## src/rtl/maze_pkg.sv

```systemverilog
// Shared maze dimensions and loader state encoding, used by the loader and the
// solver so both agree on the maze geometry.
package maze_pkg;

  localparam int ROWS  = 16;
  localparam int COLS  = 16;
  localparam int LOC_W = 8;

  typedef enum logic [1:0] {
    IDLE     = 2'd0,
    WAIT_ROW = 2'd1,
    WRITE    = 2'd2,
    DONE     = 2'd3
  } loader_state_e;

endpackage

```

## src/rtl/maze_row_shifter.sv

```systemverilog
// Holds one maze row and presents it one cell per cycle, lowest column first,
// together with the current column index and a last-column flag.
module maze_row_shifter #(
  parameter  int COLS  = maze_pkg::COLS,
  localparam int COL_W = $clog2(COLS)
) (
  input  logic             clk,
  input  logic             rst,
  input  logic             ld,
  input  logic [COLS-1:0]  din,
  input  logic             shift,
  output logic             bit_out,
  output logic [COL_W-1:0] col,
  output logic             last
);

  localparam logic [COL_W-1:0] COL_LAST = COL_W'(COLS - 1);

  logic [COLS-1:0]  shreg_r;
  logic [COL_W-1:0] col_r;

  // Capture a new row, or step one cell toward bit 0; the column stops at COLS-1
  always_ff @(posedge clk or negedge rst) begin
    if (!rst) begin
      shreg_r <= {COLS{1'b0}};
      col_r   <= {COL_W{1'b0}};
    end else if (ld) begin
      shreg_r <= din;
      col_r   <= {COL_W{1'b0}};
    end else if (shift && (col_r != COL_LAST)) begin
      shreg_r <= {1'b0, shreg_r[COLS-1:1]};
      col_r   <= col_r + COL_W'(1);
    end
  end

  assign bit_out = shreg_r[0];
  assign col     = col_r;
  assign last    = (col_r == COL_LAST);

endmodule

```

## src/rtl/maze_loader.sv

```systemverilog
// Maze loader: accepts the maze one row per handshake, writes it cell by cell
// into the maze memory, and only lets the solver start once a complete maze is
// resident.
// Optional feature: define MAZE_AUTO_START_EN to also pulse start once, right
// after a load completes, without needing startReq.
module maze_loader
  import maze_pkg::*;
#(
  parameter int ROWS  = maze_pkg::ROWS,
  parameter int COLS  = maze_pkg::COLS,
  parameter int LOC_W = maze_pkg::LOC_W
) (
  input  logic             clk,
  input  logic             rst,
  input  logic             load,
  input  logic             rowValid,
  input  logic [COLS-1:0]  rowData,
  output logic             rowReady,
  output logic [LOC_W-1:0] memLoc,
  output logic             memDIn,
  output logic             memWr,
  input  logic             startReq,
  output logic             start,
  output logic             busy,
  output logic             loaded
);

  localparam int ROW_W = $clog2(ROWS);
  localparam int COL_W = $clog2(COLS);
  localparam logic [ROW_W-1:0] ROW_LAST = ROW_W'(ROWS - 1);

  loader_state_e    state_r;
  logic [ROW_W-1:0] row_cnt_r;
  logic [COL_W-1:0] col_s;
  logic             last_s;
  logic             handshake_s;
  logic             shift_s;
  logic             start_req_q_r;
  logic             auto_start_s;

  assign handshake_s = (state_r == WAIT_ROW) && rowValid && rowReady;
  assign shift_s     = (state_r == WRITE);
  assign memLoc      = {row_cnt_r, col_s};

  maze_row_shifter #(
    .COLS (COLS)
  ) u_shifter (
    .clk     (clk),
    .rst     (rst),
    .ld      (handshake_s),
    .din     (rowData),
    .shift   (shift_s),
    .bit_out (memDIn),
    .col     (col_s),
    .last    (last_s)
  );

  // Loader FSM: sequences rows into cell writes, owns the row counter and status outputs
  always_ff @(posedge clk or negedge rst) begin
    if (!rst) begin
      state_r   <= IDLE;
      row_cnt_r <= {ROW_W{1'b0}};
      rowReady  <= 1'b0;
      memWr     <= 1'b0;
      busy      <= 1'b0;
      loaded    <= 1'b0;
    end else begin
      case (state_r)
        IDLE, DONE: begin
          if (load) begin
            state_r   <= WAIT_ROW;
            row_cnt_r <= {ROW_W{1'b0}};
            rowReady  <= 1'b1;
            busy      <= 1'b1;
            loaded    <= 1'b0;
          end
        end
        WAIT_ROW: begin
          if (handshake_s) begin
            state_r  <= WRITE;
            rowReady <= 1'b0;
            memWr    <= 1'b1;
          end
        end
        WRITE: begin
          if (last_s) begin
            memWr <= 1'b0;
            if (row_cnt_r == ROW_LAST) begin
              state_r <= DONE;
              busy    <= 1'b0;
              loaded  <= 1'b1;
            end else begin
              row_cnt_r <= row_cnt_r + ROW_W'(1);
              state_r   <= WAIT_ROW;
              rowReady  <= 1'b1;
            end
          end
        end
        default: begin
          state_r   <= IDLE;
          row_cnt_r <= {ROW_W{1'b0}};
          rowReady  <= 1'b0;
          memWr     <= 1'b0;
          busy      <= 1'b0;
          loaded    <= 1'b0;
        end
      endcase
    end
  end

`ifdef MAZE_AUTO_START_EN
  logic done_entry_r;

  // Mark the first cycle spent in DONE so start fires on the following cycle
  always_ff @(posedge clk or negedge rst) begin
    if (!rst) begin
      done_entry_r <= 1'b0;
    end else begin
      done_entry_r <= (state_r == WRITE) && last_s && (row_cnt_r == ROW_LAST);
    end
  end

  assign auto_start_s = done_entry_r;
`else
  assign auto_start_s = 1'b0;
`endif

  // One-cycle start on a startReq rising edge while a full maze is resident
  always_ff @(posedge clk or negedge rst) begin
    if (!rst) begin
      start_req_q_r <= 1'b0;
      start         <= 1'b0;
    end else begin
      start_req_q_r <= startReq;
      start         <= (startReq && !start_req_q_r && loaded) || auto_start_s;
    end
  end

endmodule

```

## config.mk

```make
export PLATFORM = sky130hd
export DESIGN_NAME = maze_loader
export DESIGN_NICKNAME = d
export VERILOG_FILES = /design/src/rtl/maze_pkg.sv /design/src/rtl/maze_row_shifter.sv /design/src/rtl/maze_loader.sv
export SDC_FILE = /design/constraint.sdc
export NUM_CORES = 1
export LEC_CHECK = 0
export BUFFER_PORTS_ARGS = -buffer_cell sky130_fd_sc_hd__buf_2
export CAP_MARGIN = 20
export CORE_MARGIN = 2
export CORE_UTILIZATION = 50
export CTS_BUF_LIST = sky130_fd_sc_hd__clkbuf_16
export DETAILED_ROUTE_END_ITERATION = 16
export GPL_ROUTABILITY_DRIVEN = 0
export HOLD_SLACK_MARGIN = 0.05
export PLACE_DENSITY = 0.74
export SLEW_MARGIN = 0
export SYNTH_ARGS = -nofsm -noshare
export SYNTH_HDL_FRONTEND = slang
export SYNTH_SLANG_ARGS = --single-unit
```

## constraint.sdc

```tcl
create_clock -name clk -period 2 [get_ports clk]
set_input_delay 0.6 -clock clk [delete_from_list [all_inputs] [get_ports clk]]
set_output_delay 0.6 -clock clk [all_outputs]
set_load 0.05 [all_outputs]
```

# ---- Word level (Yosys, flattened, before mapping)
# Index checks and enable logic that the tools add are counted.
# W data, S select, Z words.
dict set report totals {
  input_bits 21
  output_inout_bits 14
  word_cells 67
  register_bits 32
}
dict set report classes {
  add_sub_neg 2
  mux 28
  n_reduce_logical 16
  n_eq_ne 11
}
# cell n
set op_table {}
lappend op_table {{$mux W16} 2}
lappend op_table {{$mux W4} 5}
lappend op_table {{$reduce_and A4 Y1} 3}
lappend op_table {{$mux W1} 11}
lappend op_table {{$ne A2 B2 Y1 const B} 5}
lappend op_table {{$add A4 B1 Y4 const B} 2}
lappend op_table {{$eq A4 B4 Y1 const B} 2}
lappend op_table {{$mux W2} 4}
lappend op_table {{$pmux W4 S2} 1}
lappend op_table {{$pmux W1 S2} 3}
lappend op_table {{$pmux W2 S3} 1}
lappend op_table {{$reduce_and A3 Y1} 2}
lappend op_table {{$reduce_bool A2 Y1} 3}
lappend op_table {{$logic_and A1 B1 Y1} 5}
lappend op_table {{$eq A2 B2 Y1 const B} 2}
lappend op_table {{$ne A4 B4 Y1 const B} 1}
lappend op_table {{$pmux W1 S3} 1}
lappend op_table {{$eq A2 B1 Y1 const B} 1}
lappend op_table {{$logic_not A2 Y1} 1}
lappend op_table {{$reduce_or A2 Y1} 1}
lappend op_table {{$logic_not A1 Y1} 1}

# ---- Longest topological paths before layout
# Gate-level depths: netlist (run 1).
dict set report logic_depth {
  word_depth 5
  depth_mapped 6
  mapped_depth_nobuf 5
}

# ---- Hierarchy
# A second synthesis (run 1) with hierarchy kept.
dict set report hier_totals {
  hier_cells 171
  hier_area_um2 1644.1
}
# mod area_per_inst_um2 cells_per_inst seq_area_each_um2 instances
set by_module_without_submodules {}
lappend by_module_without_submodules {maze_row_shifter 1039.7 109 500.5 1}
lappend by_module_without_submodules {maze_loader 604.3 62 300.3 1}

# ---- Least setup slack after synthesis (run 1)
# OpenSTA, ideal clock, no wires.
dict set report synth_path {
  path_kind {register to register}
  from {register u_shifter.col_r[0], in the netlist u_shifter.col[0]}
  to {register u_shifter.col_r[3], in the netlist u_shifter.col[3]}
  setup_ns 0.145
  period_less_slack_ns 1.703
  arrival_ns 1.559
  required_ns 1.855
  slack_ns 0.297
  path_buffers 1
  stages_incl_launch_ff 6
  cell_sequence {dfrtp_1 -> ha_1 -> and3_1 -> buf_6 -> o311ai_0 -> o41ai_1}
}
dict set report synth_via {
  elab_chain_cells 3
  word_cells_on_any_way 6
  classes_between {add/sub: 1; eq/ne: 1; mux: 2; reduce/logical: 2}
}
# item line_no
set synth_lines {}
lappend synth_lines {{start: declaration} maze_row_shifter.sv:20} ;# logic [COL_W-1:0] col_r;
lappend synth_lines {{start signal: assignment} maze_row_shifter.sv:26} ;# col_r <= {COL_W{1'b0}};
lappend synth_lines {{start signal: assignment} maze_row_shifter.sv:29} ;# col_r <= {COL_W{1'b0}};
lappend synth_lines {{start signal: assignment} maze_row_shifter.sv:32} ;# col_r <= col_r + COL_W'(1);
lappend synth_lines {{$add A4 B1 Y4 or $ne A4 B4 Y1 (tied branches)} {maze_row_shifter.sv:32, maze_row_shifter.sv:30}}
lappend synth_lines {{$mux W4 or $logic_and A1 B1 Y1 (tied branches)} maze_row_shifter.sv:30} ;# end else if (shift && (col_r != COL_LAST)) begin
lappend synth_lines {{$mux W4 or $reduce_bool A2 Y1 (tied branches)} n/a}
# Several ways; a longest one is shown, not always the timed one. The select of a mux whose other input is x is not followed.
# A chain may end at the register's enable or synchronous reset.

# ---- Worst setup path after layout (run 1)
dict set report layout_path {
  from {register state_r[1]}
  to {register u_shifter.shreg_r[2]}
}
dict set report layout_via {
  elab_chain_cells 4
  word_cells_on_any_way 7
  classes_between {eq/ne: 2; mux: 1; reduce/logical: 4}
}
# item line_no
set layout_lines {}
lappend layout_lines {{start: declaration} maze_loader.sv:32} ;# loader_state_e state_r;
lappend layout_lines {{start signal: assignment} maze_loader.sv:61} ;# state_r <= IDLE;
lappend layout_lines {{start signal: assignment} maze_loader.sv:71} ;# state_r <= WAIT_ROW;
lappend layout_lines {{start signal: assignment} maze_loader.sv:80} ;# state_r <= WRITE;
lappend layout_lines {{$eq A2 B1 Y1} maze_loader.sv:41} ;# assign handshake_s = (state_r == WAIT_ROW) && rowValid && rowReady;
lappend layout_lines {{$logic_and A1 B1 Y1 (2 in series)} maze_loader.sv:41}
lappend layout_lines {{$mux W16 or $reduce_bool A2 Y1 (tied branches)} n/a}
lappend layout_lines {{end signal: assignment} maze_row_shifter.sv:25} ;# shreg_r <= {COLS{1'b0}};
lappend layout_lines {{end signal: assignment} maze_row_shifter.sv:28} ;# shreg_r <= din;
lappend layout_lines {{end signal: assignment} maze_row_shifter.sv:31} ;# shreg_r <= {1'b0, shreg_r[COLS-1:1]};
lappend layout_lines {{end: declaration} maze_row_shifter.sv:19} ;# logic [COLS-1:0] shreg_r;
# Several ways; a longest one is shown, not always the timed one.

==> results of run 1 <==
## logic make-up (layout without fill, tap and decap cells)
kind of cell	after synthesis	count (layout)	share of synthesized area [%]
simple gates	45	45	12.7
compound gates	77	77	28.4
flops	32	32	48.4
mux	2	2	1.21
buf+inv	19	54	5.52
fa+ha+maj	5	5	3.78
## power breakdown
group / internal, W / switching (W)
clock: 0.000451 / 0.000267
combinational: 0.000394 / 0.000715
sequential: 0.000868 / 0.000124
## layout by cell type, fill, tap and decap left out, types with 2 or more instances in the layout
| cell type | Yosys | routed |
|---|---|---|
| nand2b_1 | 2 | 2 |
| inv_1 | 6 | 6 |
| mux2i_1 | 2 | 2 |
| clkbuf_16 | 0 | 5 |
| ha_1 | 5 | 5 |
| clkinv_2 | 0 | 2 |
| nand2_1 | 8 | 8 |
| nand3_1 | 8 | 8 |
| and3_1 | 3 | 3 |
| nor2_1 | 18 | 18 |
| o311ai_0 | 2 | 2 |
| o41ai_1 | 2 | 2 |
| a2bb2oi_1 | 2 | 2 |
| a31oi_1 | 16 | 16 |
| dfrtp_1 | 32 | 32 |
| a21oi_1 | 21 | 21 |
| nor2b_1 | 2 | 2 |
| buf_4 | 1 | 6 |
| o211ai_1 | 2 | 2 |
| o21ai_0 | 22 | 22 |
| buf_2 | 7 | 34 |
| a211oi_1 | 2 | 2 |
| nand4_1 | 2 | 2 |
## critical path: cells and delay by family, from the launching register on
kind                     cells  cell delay, ps
adder cells (fa/ha/maj)      1             250
flip-flops                   1             380
AO/OA/AOI/OAI                2             290
AND/OR/NAND/NOR              1             650
buffers and inverters        1             120
## per-stage QoR
step                worst slack (ps)  utilization [%]
global route                    16.9             64.3
detailed placement               248             59.8
CTS                              249             64.3
finish                           233             64.3
global placement                 338             59.8
floorplan                        297                -
## registers in the layout (all words and copies together), names as in the netlist, 2 cells and up
register and cells:
row_cnt_r 4, state_r 2, u_shifter.col 4, u_shifter.shreg_r 16
## final timing paths
path / from / end / cells after the start / slack [ps]
setup / recovery: state_r[1] / u_shifter.shreg_r[2] / 5 / 230
hold / removal: rst / u_shifter.shreg_r[0] / 1 / 370
setup reg to reg: state_r[1] / u_shifter.shreg_r[2] / 5 / 230
hold reg to reg: start_req_q_r / start / 1 / 400
max in group asynchronous: rst / u_shifter.shreg_r[5] / 1 / 1170
min in group clk: start_req_q_r / start / 1 / 400
## layout make-up
cell class,instances,share of cell area (%)
clock buffers,5,6.27
clock inverters,3,0.690
repair buffers,40,10.8
flip-flops and latches,32,40.2
inverters,6,1.13
well taps,44,2.76
multi-input cells,129,38.2
## layer usage
layer  GRT usage (%)  vias up  share of wire [%]  wire, um
met1            29.6      735                 45      1740
li1                -      735                  -         -
met5               0        -                  0         0
met3            4.41        3                5.2       203
met2            38.8       52                 49      1920
met4            5.47        0               0.54        21
==> out/qor.txt, run 1 <==
Total CTS buffers = 5
Worst skew pair latency = 270 ps
Critical Path AT = 1960 ps
Via count = 1525
PortBufs = 34
Status = completed
All-layer global routing usage = 22.7%
Hold Violations, Final = 0
Area Growth Syn to Fin = 20.6%
Fin area = 1990 sq um
IO Count = 35
Clock tree from TritonCTS = built
RSZ-0062 raised after global routing = false
Seq cells post-synth = 32
Leakage power = 0.882 nW
Max_slew headroom = 50.7%
Share of the synthesized area in the top cell type = 48.4%
Die ar. = 3780 sq um
Synthesized cell area = 1650 sq um
Reg area = 801 sq um
Clock slew at reported path FFs = 50 ps
Share of cells above drive strength 1 = 22.8%
Worst vdd rail ir drop = 0.000817 V
Drt via density = 5.89
Hold Buf Count CTS = 0
Seq/Total Area, Yosys = 48.4%
First-pass GRT wire length = 6.36 mm
Crit-path cells = inv_1, ha_1, and3_1, a31oi_1, a21oi_1
Initial Util = 53.3%
DR pass1 iterations = 4
Minimum clock period = 1770 ps
Power density cells = 1410 nW/um^2
Clk_skew = 3.57 ps
Req. time, crit path = 2190 ps
Fillers = 290
Top cells by area, synth = dfrtp_1 (48%), o21ai_0 (6.7%), a21oi_1 (6.4%)
Remaining Overflow, GRT = 0
CTS Root Cell = clkbuf_16
Largest net degree at the start of global routing = 33
Pins Over Slew Limit = 0
Row cnt = 20
Clock buffer depth = 2
Yosys warns = 0
Post-Syn Nets = 206
Least-Margin Pin Slew = 739 ps
Max cap viols = 0
Clk sinks = 32
H-tree levels = 2
Max stage delay on crit path = 650 ps
Routed wire length = 3.89 mm
Die height = 61.5 um
Final std cells w/o fill = 259
DRC viols = 0
Post-synthesis cell type count = 33
Layout Nets = 240
Vias in the first global route = 1415
Initial antenna violation count = 0
Core area = 3100 sq um
Synthesized instance count = 180
Inserted Diodes = 0
Hold WS = 370 ps
Fmax = 566 MHz
Total power = 0.00282 W
Main synth FF type = dfrtp_1
Avg Cell Area, Syn = 9.19 sq um
TNS Setup = 0 ps
# resized after CTS = 0
Kind of critical path = flip-flop to flip-flop
DR iter-0 viols = 83
CP startpoint kind = flip-flop
Post-DRT Antenna Nets = 0
WL/cell = 15.0 um
Inst Count DP = 251
Final setup violation count = 0
CP Max Fanout = 21
Number of post-CTS setup repair buffers = 0
Placed cell area = 1860 sq um
Tcrit/Tclk final = 88.3%
Top cell type by total area after synthesis = dfrtp_1
Ys async rst share = 100%
Post-synth top cells = dfrtp_1 (32), o21ai_0 (22), a21oi_1 (21)
Most common cell in the netlist = dfrtp_1
Post-synth EDFFs = 0
DIE WIDTH = 61.5 um
HPWL after DPL = 2.55 mm
Crit end category = flip-flop
CP max-delay cell = and3_1
Multi-input gate area = 762 sq um
Class of the worst hold path = primary input to asynchronous set/reset pin
(Power assumes the default switching activity.)
==> run 2, diff against run 1 <==
--- a/config.mk
+++ b/config.mk
@@ -17,4 +17,5 @@
 export SLEW_MARGIN = 0
 export SYNTH_ARGS = -nofsm -noshare
 export SYNTH_HDL_FRONTEND = slang
+export SYNTH_HIERARCHICAL = 1
 export SYNTH_SLANG_ARGS = --single-unit
==> out/qor.txt, run 2 <==
Top cells by area, synth = dfrtp_1 (49%), a21oi_1 (4.6%), a211o_1 (3.7%)
Area Growth Syn to Fin = 22.1%
Die height = 61.3 um (-0.28%)
DRC viols = 0 (unchanged)
IO Count = 35 (unchanged)
Fillers = 301 (+3.8%)
Ys async rst share = 100% (unchanged)
Kind of critical path = flip-flop to flip-flop
DR pass1 iterations = 4 (unchanged)
Worst vdd rail ir drop = 0.000553 V (-32%)
Post-synth EDFFs = 0 (unchanged)
Synthesized instance count = 171 (-5.0%)
WL/cell = 13.4 um (-11%)
Least-Margin Pin Slew = 701 ps (-37.9 ps)
Most common cell in the netlist = dfrtp_1
Initial antenna violation count = 0 (unchanged)
Pre-CTS setup slack = 293 ps (+45.0 ps)
Pins Over Slew Limit = 0 (unchanged)
Post-synthesis cell type count = 38 (+15%)
Share of the synthesized area in the top cell type = 48.7% (+0.29 points)
Max_slew headroom = 53.2% (+2.5 points)
Tcrit/Tclk final = 83.6% (-4.7 points)
# resized after CTS = 0 (unchanged)
Clk sinks = 32 (unchanged)
Hold Buf Count CTS = 0 (unchanged)
Via count = 1395 (-8.5%)
Leakage power = 0.975 nW (+11%)
RSZ-0062 raised after global routing = false
Avg Cell Area, Syn = 9.61 sq um (+4.6%)
Crit end category = flip-flop
Row cnt = 20 (unchanged)
Share of cells above drive strength 1 = 24.4% (+1.6 points)
Final critical-path setup slack = 327 ps (+94.0 ps)
Commonest non-fill, non-tap cell in the layout = buf_2
Most frequent cells in the layout = buf_2 (34), dfrtp_1 (30), a21oi_1 (15)
CTS Root Cell = clkbuf_16
Synthesized cell area = 1640 sq um (-0.61%)
Routed wire length = 3.38 mm (-13%)
Vias in the first global route = 1247 (-12%)
Die ar. = 3760 sq um (-0.57%)
Worst skew pair latency = 270 ps (about the same)
Seq/Total Area, Yosys = 48.7% (+0.29 points)
Placed cell area = 1870 sq um (+0.88%)
All-layer global routing usage = 19.4% (-3.2 points)
Hold Violations, Final = 0 (unchanged)
Clock slew at reported path FFs = 50 ps (about the same)
Total power = 0.00253 W (-10%)
Fin area = 2010 sq um (+0.69%)
Total CTS buffers = 5 (unchanged)
Class of the worst hold path = primary input to asynchronous set/reset pin
Clk_skew = 5.40 ps (+1.83 ps)
Top reg by flops = u_shifter/shreg_r
Drt via density = 5.51 (-6.4%)
Top cell type by total area after synthesis = dfrtp_1
Largest register FFs = 16 (unchanged)
Main synth FF type = dfrtp_1
Inst Count DP = 245 (-2.4%)
Largest net degree at the start of global routing = 40 (+21%)
Post-Syn Nets = 196 (-4.9%)
Initial Util = 53.0% (-0.32 points)
DR iter-0 viols = 62 (-25%)
HPWL after DPL = 2.37 mm (-7.1%)
DIE WIDTH = 61.3 um (-0.28%)
Clock tree from TritonCTS = built
H-tree levels = 2 (unchanged)
Post-synth top cells = dfrtp_1 (32), a21oi_1 (15), nand2_1 (14)
Final setup violation count = 0 (unchanged)
TNS Setup = 0 ps (unchanged)
Layout Nets = 233 (-2.9%)
Final std cells w/o fill = 253 (-2.3%)
Inserted Diodes = 0 (unchanged)
Max cap viols = 0 (unchanged)
Critical Path AT = 1880 ps (-80 ps)
CP startpoint kind = flip-flop
Fmax = 598 MHz (+5.6%)
Number of post-CTS setup repair buffers = 0 (unchanged)
PortBufs = 34 (unchanged)
Remaining Overflow, GRT = 0 (unchanged)
CP Max Fanout = 39 (+86%)
Power density cells = 1260 nW/um^2 (-11%)
First-pass GRT wire length = 5.33 mm (-16%)
Post-DRT Antenna Nets = 0 (unchanged)
Status = completed
Yosys warns = 6 (+6)
Req. time, crit path = 2210 ps (+20 ps)
Core area = 3100 sq um (unchanged)
Clock buffer depth = 2 (unchanged)
Minimum clock period = 1670 ps (-94.0 ps)
Seq cells post-synth = 32 (unchanged)
run 2: changes by cell type in the layout (fill, tap and decap cells not counted), moves of 4 or more:
cell | previous run | this run
a21oi_1 | 21 | 15
nand2_1 | 8 | 14
nand2b_1 | 2 | 9
a31oi_1 | 16 | 3
a211o_1 | 0 | 7
and2_1 | 0 | 4
nand3_1 | 8 | 4
nor2b_1 | 2 | 8
nor2_1 | 18 | 3
o21ai_0 | 22 | 11
o21ai_1 | 0 | 9
run 2: per-layer routing:
metal	global-route usage, %	vias to the layer above	share of wire, %
met4	6.38	0	0.44
met2	31.8	34	49
met5	0	-	0
met1	24.4	669	46
li1	-	690	-
met3	6.51	2	4.8
run 2: final cells by class:
cell class | instances | area [sq um] | area share, %
Sequential cell | 32 | 803 | 40.0
Multi-Input combinational cell | 124 | 774 | 38.6
Inverter | 7 | 26.3 | 1.31
Tap cell | 44 | 55.1 | 2.74
Timing Repair Buffer | 38 | 213 | 10.6
Clock inverter | 3 | 11.3 | 0.561
Clock buffer | 5 | 125 | 6.23
run 2: critical path: stages (launching register included):
cell and delay (ps):
dfrtp_1 390, ha_1 280, nand3_2 110, clkinv_1 100, buf_12 180, nor3_4 340
a221o_1 200
run 2: logic make-up (layout without fill, tap and decap cells):
| kind of cell | Yosys count | in the layout | share of synthesized area, % |
|---|---|---|---|
| DFF | 32 | 32 | 48.7 |
| adders and majority gates | 4 | 4 | 3.04 |
| AOI/OAI and AO/OA | 60 | 60 | 22.8 |
| and+or+nand+nor | 60 | 60 | 21.2 |
| buffers and inverters | 15 | 53 | 4.19 |
run 2: final timing paths:
kind,to,cells after the start,startpoint,slack (ps)
worst min-delay path,memWr,1,rst,380
worst max-delay path,u_shifter/shreg_r[12],6,state_r[0],330
min in group clk,start,1,start_req_q_r,400
worst max register to register,u_shifter/shreg_r[12],6,state_r[0],330
worst min register to register,start,1,start_req_q_r,400
max in group asynchronous,u_shifter/col[1],1,rst,1130
run 2: power by group:
part / internal (W) / leakage, nW / switching (W) / total [W]
clock: 0.000446 / 0.0738 / 0.000239 / 0.000684
combinational: 0.000368 / 0.505 / 0.000532 / 0.000901
sequential: 0.000843 / 0.396 / 0.000104 / 0.000946
total: 0.00166 / 0.975 / 0.000875 / 0.00253
run 2: per-stage QoR:
step	utilization, %	hold WS [ps]
CTS	64.7	402
finish	64.7	381
global placement	60.3	389
global route	64.7	424
floorplan	-	304
detailed placement	60.3	401
